--- config.mk ---
export PLATFORM = sky130hd
export DESIGN_NAME = perf_event_dumper_flat
export DESIGN_NICKNAME = d
export VERILOG_FILES = /design/src/rtl/perf_event_dumper_pkg.sv /design/src/rtl/perf_event_dumper_if.sv /design/src/rtl/perf_event_dumper_counter.sv /design/src/rtl/perf_event_dumper.sv /design/src/flat_wrapper.sv
export SDC_FILE = /design/constraint.sdc
export NUM_CORES = 1
export LEC_CHECK = 0
export BUFFER_PORTS_ARGS = -buffer_cell sky130_fd_sc_hd__buf_2
export CAP_MARGIN = 5
export CORE_MARGIN = 1
export CORE_UTILIZATION = 46
export CTS_CLUSTER_DIAMETER = 200
export DETAILED_ROUTE_END_ITERATION = 8
export RECOVER_POWER = 100
export SLEW_MARGIN = 20
export SYNTH_ARGS = -nofsm -noshare
export SYNTH_HDL_FRONTEND = slang
export SYNTH_SLANG_ARGS = --single-unit
--- constraint.sdc ---
create_clock -name clk -period 3.6 [get_ports clk]
set_clock_uncertainty 0.1 [all_clocks]
set_input_delay 0 -clock clk [delete_from_list [all_inputs] [get_ports clk]]
set_output_delay 0 -clock clk [all_outputs]
set_load 0.02 [all_outputs]
--- src/rtl/perf_event_dumper_pkg.sv ---
// Shared types and default parameters for perf_event_dumper.
package perf_pkg;

    localparam int unsigned PerfNumSrc     = 8;
    localparam int unsigned PerfCntW       = 32;
    localparam int unsigned PerfDumpPeriod = 1024;

    // Widest id/count a record can carry; narrower builds zero-extend into it.
    localparam int unsigned PerfIdMaxW  = 8;
    localparam int unsigned PerfCntMaxW = 64;

    typedef enum logic {PERF_IDLE, PERF_DUMP} perf_state_t;

    typedef struct packed {
        logic [PerfIdMaxW-1:0]  id;
        logic [PerfCntMaxW-1:0] count;
        logic                   last;
    } perf_record_t;

endpackage

--- src/rtl/perf_event_dumper_if.sv ---
// Record stream from the dumper to the shared log/difftest sink.
interface perf_event_dumper_if #(
    parameter int unsigned ID_W  = 3,
    parameter int unsigned CNT_W = 32
);
    logic             out_valid;
    logic             out_ready;
    logic [ID_W-1:0]  out_id;
    logic [CNT_W-1:0] out_count;
    logic             out_last;

    modport master (output out_valid, out_id, out_count, out_last, input out_ready);
    modport slave  (input out_valid, out_id, out_count, out_last, output out_ready);
endinterface

--- src/rtl/perf_event_dumper_counter.sv ---
// One event counter slot with clear-on-load; PERF_SATURATE_EN makes increments saturate.
module perf_counter #(
    parameter int unsigned CNT_W = 32
) (
    input  logic             clk,
    input  logic             rst,
    input  logic             inc,
    input  logic             load,
    output logic [CNT_W-1:0] cnt
);
    logic [CNT_W-1:0] cnt_q, cnt_d, sum;

    always_comb begin
`ifdef PERF_SATURATE_EN
        sum = (&cnt_q) ? cnt_q : cnt_q + CNT_W'(inc);
`else
        sum = cnt_q + CNT_W'(inc);
`endif
        // A load snapshots the old value; the same-cycle event seeds the cleared counter.
        cnt_d = load ? CNT_W'(inc) : sum;
    end

    always_ff @(posedge clk) begin
        if (rst) begin
            cnt_q <= '0;
        end else begin
            cnt_q <= cnt_d;
        end
    end

    assign cnt = cnt_q;
endmodule

--- src/rtl/perf_event_dumper.sv ---
// Per-source perf event counters drained serially to one record stream, periodically or on
// request. Build with PERF_SATURATE_EN to saturate counters instead of wrapping.
module perf_event_dumper
    import perf_pkg::*;
#(
    parameter int unsigned NUM_SRC     = PerfNumSrc,
    parameter int unsigned CNT_W       = PerfCntW,
    parameter int unsigned DUMP_PERIOD = PerfDumpPeriod,
    parameter int unsigned ID_W        = $clog2(NUM_SRC)
) (
    input  logic                clk,
    input  logic                rst,
    input  logic                en,
    input  logic [NUM_SRC-1:0]  event_i,
    input  logic                dump_req,
    perf_event_dumper_if.master out,
    output logic                busy,
    output logic [63:0]         cycle_cnt
);
    localparam int unsigned TMR_W = $clog2(DUMP_PERIOD);

    perf_state_t      state_q, state_d;
    logic [TMR_W-1:0] timer_q, timer_d;
    logic             pending_q, pending_d;
    logic             valid_q, valid_d;
    logic [ID_W-1:0]  id_q, id_d;
    logic [CNT_W-1:0] count_q, count_d;
    logic [63:0]      cycle_q;

    logic             load_en;
    logic [ID_W-1:0]  load_idx;
    logic [CNT_W-1:0] cnt [NUM_SRC];

    for (genvar i = 0; i < NUM_SRC; i++) begin : g_cnt
        perf_counter #(
            .CNT_W(CNT_W)
        ) u_cnt (
            .clk (clk),
            .rst (rst),
            .inc (en && event_i[i]),
            .load(load_en && (load_idx == ID_W'(i))),
            .cnt (cnt[i])
        );
    end

    always_comb begin
        state_d   = state_q;
        timer_d   = timer_q;
        pending_d = pending_q;
        valid_d   = valid_q;
        id_d      = id_q;
        count_d   = count_q;
        load_en   = 1'b0;
        load_idx  = '0;

        unique case (state_q)
            PERF_IDLE: begin
                // Timer expiry, a fresh request and a deferred request all merge into one round.
                if (timer_q == '0 || dump_req || pending_q) begin
                    state_d   = PERF_DUMP;
                    timer_d   = TMR_W'(DUMP_PERIOD - 1);
                    pending_d = 1'b0;
                    load_en   = 1'b1;
                end else begin
                    timer_d = timer_q - TMR_W'(1);
                end
            end
            PERF_DUMP: begin
                if (dump_req) pending_d = 1'b1;
                if (valid_q && out.out_ready) begin
                    if (id_q < ID_W'(NUM_SRC - 1)) begin
                        load_en  = 1'b1;
                        load_idx = id_q + ID_W'(1);
                    end else begin
                        valid_d = 1'b0;
                        state_d = PERF_IDLE;
                    end
                end
            end
        endcase

        if (load_en) begin
            valid_d = 1'b1;
            id_d    = load_idx;
            count_d = cnt[load_idx];
        end
    end

    always_ff @(posedge clk) begin
        if (rst) begin
            state_q   <= PERF_IDLE;
            timer_q   <= TMR_W'(DUMP_PERIOD - 1);
            pending_q <= 1'b0;
            valid_q   <= 1'b0;
            id_q      <= '0;
            count_q   <= '0;
            cycle_q   <= '0;
        end else begin
            state_q   <= state_d;
            timer_q   <= timer_d;
            pending_q <= pending_d;
            valid_q   <= valid_d;
            id_q      <= id_d;
            count_q   <= count_d;
            cycle_q   <= cycle_q + 64'd1;
        end
    end

    assign out.out_valid = valid_q;
    assign out.out_id    = id_q;
    assign out.out_count = count_q;
    assign out.out_last  = valid_q && (id_q == ID_W'(NUM_SRC - 1));
    assign busy          = (state_q == PERF_DUMP);
    assign cycle_cnt     = cycle_q;
endmodule

--- src/flat_wrapper.sv ---
// flat-port wrapper written by rule: the top's interface ports become plain ports
module perf_event_dumper_flat import perf_pkg::*;
#(
    parameter int unsigned NUM_SRC     = PerfNumSrc,
    parameter int unsigned CNT_W       = PerfCntW,
    parameter int unsigned DUMP_PERIOD = PerfDumpPeriod,
    parameter int unsigned ID_W        = $clog2(NUM_SRC)
)
  (clk, rst, en, event_i, dump_req, busy, cycle_cnt, out_out_valid, out_out_id, out_out_count, out_out_last, out_out_ready);
  perf_event_dumper_if #(.ID_W(ID_W), .CNT_W(CNT_W)) out_i ();
  input  logic clk;
  input  logic rst;
  input  logic en;
  input  logic [NUM_SRC-1:0] event_i;
  input  logic dump_req;
  output logic busy;
  output logic [63:0] cycle_cnt;
  output wire logic [$bits(out_i.out_valid)-1:0] out_out_valid;
  output wire logic [$bits(out_i.out_id)-1:0] out_out_id;
  output wire logic [$bits(out_i.out_count)-1:0] out_out_count;
  output wire logic [$bits(out_i.out_last)-1:0] out_out_last;
  input wire logic [$bits(out_i.out_ready)-1:0] out_out_ready;
  assign out_out_valid = out_i.out_valid;
  assign out_out_id = out_i.out_id;
  assign out_out_count = out_i.out_count;
  assign out_out_last = out_i.out_last;
  assign out_i.out_ready = out_out_ready;
  perf_event_dumper #(.NUM_SRC(NUM_SRC), .CNT_W(CNT_W), .DUMP_PERIOD(DUMP_PERIOD), .ID_W(ID_W)) u_core (.clk(clk), .rst(rst), .en(en), .event_i(event_i), .dump_req(dump_req), .out(out_i), .busy(busy), .cycle_cnt(cycle_cnt));
endmodule
==> impl_metrics.py, run 1 <==
metrics = {
    "grt": {
        "grt_pass1_vias": 14300,
        "grtUsageTotal": 0.262,
        "grt_pass1_wl_um": 80700,
        "grt_max_degree": 63,
        "use_met3": 0.0637,
        "antenna_found_initial": 0,
        "grt_use_met1": 0.364,
        "use_met2": 0.396,
        "grt_overflow": 0,
        "top_usage_layer": "met2",
    },
    "cts": {
        "cts_setup_buffers": 0,
        "h-tree-depth": 2,
        "path_clk_slew_ps": 60,
        "post_cts_resized": 0,
        "cts_buffers": 42,
        "cts-root-buf": "clkbuf_16",
        "cts_tree": "built",
        "cts.sinks": 368,
        "insertion_delay_ps": 570,
        "clockBufferDepth": 3,
    },
    "logic_synthesis": {
        "synth_area_leaders": "dfxtp_1, xor2_1, nor2_1",
        "synth_top_family_by_area": "simple AND/OR/NAND/NOR gates",
        "synth_seq_area_share": 0.416,
        "synth-async-reset-ratio": 0,
        "synth_cell_types": 52,
        "synth_top_area_share": 0.416,
        "syn-cell-area_um2": 17700,
        "synthMuxAreaShare": 0.0385,
        "synth_top_area_cell": "dfxtp_1",
        "synth_compound_area_frac": 0.113,
        "syn-num-nets": 2071,
        "ys_ff_latch": 368,
        "synth_fa_ha_area_frac": 0.0148,
        "synth_simple_gate_area_share": 0.256,
        "synth-edff-count": 0,
        "synth_warnings": 0,
        "ys.flop_type": "dfxtp_1",
        "synthCells": 2037,
        "syn_avg_cell_area_um2": 8.69,
        "synthXorXnorAreaFrac": 0.128,
    },
    "flow_run": {
        "max_cap_viol_count": 0,
    },
    "sta": {
        "period_share": 0.875,
        "relSlewSlack": 0.174,
        "worst_pin_slew_ps": 1230,
        "period_needed_ps": 3150,
        "timing.setup.tns_ps": 0,
        "finalSetupViolCount": 0,
        "final-max-slew-violation-count": 0,
        "clock.fmax_mhz": 318,
        "hold_viol_final": 0,
        "grt_setup_unrepaired": "false",
    },
    "setup_path": {
        "required_ps": 3950,
        "cpPeakStageDelay_ps": 930,
        "cp-startpoint": "u_core.out.out_id[0]",
        "end_kind": "flop",
        "critPathTopFamily": "compound AO/OA/AOI/OAI gates",
        "worstPathArrival_ps": 3490,
        "reg2regPathDepth": 6,
        "reg2reg_to": "u_core.g_cnt[4].u_cnt.cnt[5]",
        "cp.buffers_inverters": 2,
        "crit_chain": "ha_4 -> a31oi_1 -> buf_4 -> a21o_1 -> buf_4 -> nor2_1",
        "critPathKind": "reg -> reg",
        "cpMostUsedCell": "buf_4",
        "reg2reg_slack_ps": 450,
        "cp.depth": 6,
        "critPathLaunchType": "flop",
        "path_max_fanout": 35,
        "crit_end": "u_core.g_cnt[4].u_cnt.cnt[5]",
        "reg2reg_from": "u_core.out.out_id[0]",
        "slowest_stage": "a31oi_1",
    },
    "pwr": {
        "power_density_nw_per_um2": 427,
        "finalPower_uw": 8640,
        "power_leakage_uw": 0.00682,
        "peakVddDrop_mv": 0.298,
    },
    "floorplanning": {
        "core_area_um2": 37800,
        "ios": 115,
        "die_area_um2": 39300,
        "start_util": 0.469,
        "std_cell_rows": 71,
        "fp.dieW_um": 198,
        "fp.dieH_um": 198,
    },
    "drt": {
        "routedWlPerCell_um": 19.1,
        "wirelength_um": 51200,
        "num_vias": 15500,
        "drtIter0Drc": 1144,
        "drt-pass1-iter-count": 5,
        "drc_errors": 0,
        "ant_nets": 0,
        "avgViaCountPerCell": 5.77,
    },
    "placement": {
        "io_buffers": 114,
        "finalWeightedCongestion": 0.938,
        "hpwl_um": 36800,
    },
    "cells_and_area": {
        "nFillCells": 3600,
        "final_common_cell": "dfxtp_1",
        "post-route-util": 0.536,
        "fin_nets": 2170,
        "area_growth_pct": 14.3,
        "drive_above_1_share": 0.0613,
        "num_antenna_cells": 0,
        "layout_common_cells": "dfxtp_1, nor2_1, xor2_1, nand3_1, clkbuf_1",
    },
    "run_status": {
        "status": "completed",
    },
    "min_path": {
        "hp-class": "in -> reg",
        "holdCritStartpoint": "en",
    },
}
tightest hold or removal path, stage by stage:
cell     delay [ps]
buf_2           200
and2_1          200
ha_1            130
mux2i_1          60
nor2_1           70
synth_stat cells, drive strengths merged, types with 2 or more instances:
cell type and count:
nor2b 5, nand3 124, and2 18, buf 25
nand4b 2, and4 36, xor2 167, ha 21
a32o 32, or3 26, xnor2 92, or4 31
dfxtp 368, nor2 305, or2 4, o211ai 4
and3 57, nor4 29, nand2b 5, a21o 2
nor3 31, nand2 101, mux2i 67, a31o 3
clkbuf 89, o21ai 89, o31ai 24, a221o 64
a21oi 57, nand4 109, nor3b 4, inv 37
area by class of cell:
type,instances,area [um^2],area share
multi-input combinational,1518,9780,0.483
sequential,368,7370,0.364
clock inverter,10,50.0,0.00247
tap,511,639,0.0316
timing repair buffer,169,923,0.0456
clock buffer,68,1340,0.0663
inverter,37,139,0.00686
worst min-delay path by stage:
stage | slack, ps | cells past startpoint | endpoint
2_1_floorplan | 60 | 2 | u_core.pending_q
3_3_place_gp | 200 | 3 | u_core.pending_q
3_5_place_dp | 210 | 3 | u_core.pending_q
4_1_cts | 3 | 5 | u_core.g_cnt[1].u_cnt.cnt[0]
5_1_grt | 70 | 5 | u_core.g_cnt[3].u_cnt.cnt[0]
6_report | 40 | 5 | u_core.g_cnt[1].u_cnt.cnt[0]
flip-flops by register name, summed over array words and instances, names as in the netlist:
name                    count
u_core.out.out_valid        1
u_core.timer_q             10
u_core.busy                 1
u_core.cycle_cnt           64
u_core.out.out_count       32
u_core.pending_q            1
u_core.g_cnt.u_cnt.cnt    256
u_core.out.out_id           3
repair_timing:
item | 4_1_cts | 5_1_grt
hold buffers | 23 | 0
setup endpoints to repair | 0 | 0
endpoints found under the hold margin | 57 | 0
power by group:
group          internal, uW  switching [uW]  total (uW)
Combinational          78.6             175         254
Clock                  2550            1730        4280
Sequential             4090            20.2        4110
Total                  6720            1920        8640
metrics by stage:
stage          cells  worst slack, ps  cell area, um^2  hold slack (ps)
6_report        2681              451            20200             37.8
5_1_grt         2681              257            20200             68.7
4_1_cts         2681              671            20400             3.02
3_5_place_dp    2580              758            18800              207
3_3_place_gp    2580              774            18800              200
2_1_floorplan   2037              972            17700             62.3
cells by family (layout without fill, tap and decap cells):
group	Yosys count	after routing
AOI/OAI and AO/OA	282	282
buffers and inverters	151	284
DFF	368	368
and+or+nand+nor	888	888
adders and majority gates	21	21
xor gates and xnor gates	259	259
muxes	68	68
routing by layer:
layer,wire (um),part of all wire,vias to the layer above
li1,-,-,7554
met1,23800,0.46,7347
met2,22200,0.43,495
met3,3890,0.076,64
met4,1360,0.026,0
met5,0,0,-
Note: power is estimated with default switching activity, not from simulation.
==> inputs of run 2 (changes only) <==
--- a/config.mk
+++ b/config.mk
@@ -11,6 +11,7 @@
 export CORE_UTILIZATION = 46
 export CTS_CLUSTER_DIAMETER = 200
 export DETAILED_ROUTE_END_ITERATION = 8
+export MAX_ROUTING_LAYER = met4
 export RECOVER_POWER = 100
 export SLEW_MARGIN = 20
 export SYNTH_ARGS = -nofsm -noshare
==> constraint.sdc (replaced) <==
create_clock -name clk -period 3.3 [get_ports clk]
set_clock_uncertainty 0.1 [all_clocks]
set_input_delay 0 -clock clk [delete_from_list [all_inputs] [get_ports clk]]
set_output_delay 0 -clock clk [all_outputs]
set_load 0.02 [all_outputs]
==> impl_metrics.py, run 2 (synthesis results as in run 1) <==
metrics = {
    "setup_path": {
        "crit_chain": "ha_1 -> a31oi_1 -> clkbuf_4 -> a221o_1 -> a32o_1",
        "reg2reg_slack_ps": 360,
        "reg2regPathDepth": 5,
        "critPathLaunchType": "flop",
        "cpPeakStageDelay_ps": 790,
        "required_ps": 3630,
        "cp.buffers_inverters": 1,
        "reg2reg_from": "u_core.out.out_id[0]",
        "worstPathArrival_ps": 3270,
        "end_kind": "flop",
        "cp-startpoint": "u_core.out.out_id[0]",
        "slowest_stage": "ha_1",
        "crit_end": "u_core.out.out_count[27]",
        "path_max_fanout": 54,
        "cp.depth": 5,
        "critPathKind": "reg -> reg",
        "critPathTopFamily": "compound AO/OA/AOI/OAI gates",
        "reg2reg_to": "u_core.out.out_count[27]",
    },
    "sta": {
        "period_needed_ps": 2940,
        "finalSetupViolCount": 0,
        "final-max-slew-violation-count": 0,
        "relSlewSlack": 0.168,
        "hold_viol_final": 0,
        "worst_pin_slew_ps": 1250,
        "grt_setup_unrepaired": "false",
        "clock.fmax_mhz": 340,
        "period_share": 0.891,
        "timing.setup.tns_ps": 0,
    },
    "floorplanning": {
        "die_area_um2": 39300,
        "fp.dieH_um": 198,
        "std_cell_rows": 71,
        "core_area_um2": 37800,
        "fp.dieW_um": 198,
        "start_util": 0.469,
        "ios": 115,
    },
    "cells_and_area": {
        "largest_register_ff_count": 256,
        "drive_above_1_share": 0.0621,
        "layout_common_cells": "dfxtp_1, nor2_1, xor2_1, nand3_1, clkbuf_1",
        "final_common_cell": "dfxtp_1",
        "fin_nets": 2179,
        "instances_no_fill": 2685,
        "area_growth_pct": 14.6,
    },
    "placement": {
        "hpwl_um": 35500,
        "finalWeightedCongestion": 0.897,
        "io_buffers": 114,
        "place_inst": 2587,
    },
    "cts": {
        "hold_buffers": 26,
        "cts.sinks": 368,
        "cts_setup_buffers": 0,
        "path_clk_slew_ps": 60,
        "h-tree-depth": 2,
        "post_cts_resized": 0,
        "cts_buffers": 41,
        "cts-root-buf": "clkbuf_16",
        "insertion_delay_ps": 540,
        "cts_tree": "built",
        "clockBufferDepth": 3,
    },
    "pwr": {
        "peakVddDrop_mv": 0.292,
        "finalPower_uw": 9440,
        "power_leakage_uw": 0.00686,
        "power_density_nw_per_um2": 465,
    },
    "min_path": {
        "hp-class": "in -> reg",
        "holdCritStartpoint": "en",
    },
    "drt": {
        "drc_errors": 0,
        "drtIter0Drc": 1044,
        "ant_nets": 0,
        "wirelength_um": 49400,
        "drt-pass1-iter-count": 5,
        "num_vias": 15500,
        "routedWlPerCell_um": 18.4,
        "avgViaCountPerCell": 5.76,
    },
    "grt": {
        "grt_pass1_vias": 14100,
        "grt_overflow": 0,
        "grtUsageTotal": 0.258,
        "antenna_found_initial": 2,
        "grt_pass1_wl_um": 78300,
        "grt_max_degree": 67,
    },
    "flow_run": {
        "max_cap_viol_count": 0,
    },
    "run_status": {
        "status": "completed",
    },
}
[run 2: worst min path at each step]
stage	endpoint	slack, ps	cells past startpoint
finish	u_core.g_cnt[4].u_cnt.cnt[0]	50	5
global route	u_core.g_cnt[4].u_cnt.cnt[0]	110	5
CTS	u_core.g_cnt[4].u_cnt.cnt[0]	30	5
detailed placement	u_core.pending_q	200	3
global placement	u_core.out.out_valid	200	4
floorplan	u_core.pending_q	60	2
[run 2: power by group]
| part | internal (uW) | switching [uW] | leakage (uW) |
|---|---|---|---|
| sequential | 4460 | 19.1 | 0.00297 |
| clock | 2840 | 1830 | 0.000681 |
| combinational | 89.2 | 193 | 0.00321 |
[run 2: routing by layer]
metal  vias up  global-route usage  routed length (um)
met5         -                   -                   0
met4         0              0.0655                1000
met3        75              0.0484                3800
met2       465               0.372               20800
met1      7383               0.367               23800
li1       7555                   -                   -
[run 2: layout make-up]
type                    count  area (um^2)
diodes                      1         2.50
clock buffers              56         1160
clock inverters            15          200
fillers                  3602        17500
inverters                  37          139
multi-input cells        1518         9770
flip-flops and latches    368         7370
well taps                 511          639
repair buffers            179          997
[run 2: tightest hold or removal path, stage by stage]
cell     delay (ps)
buf_2           190
and2_1          180
ha_1            120
nand2_1          40
a21oi_1         120
[run 2: metrics by stage]
step	setup slack, ps	hold slack, ps	cell area [um^2]	util
5_1_grt	196	105	20300	0.537
3_5_place_dp	585	195	18800	0.499
4_1_cts	559	27.7	20500	0.542
3_3_place_gp	680	198	18800	0.499
2_1_floorplan	672	62.3	17700	-
6_report	361	52.2	20300	0.537
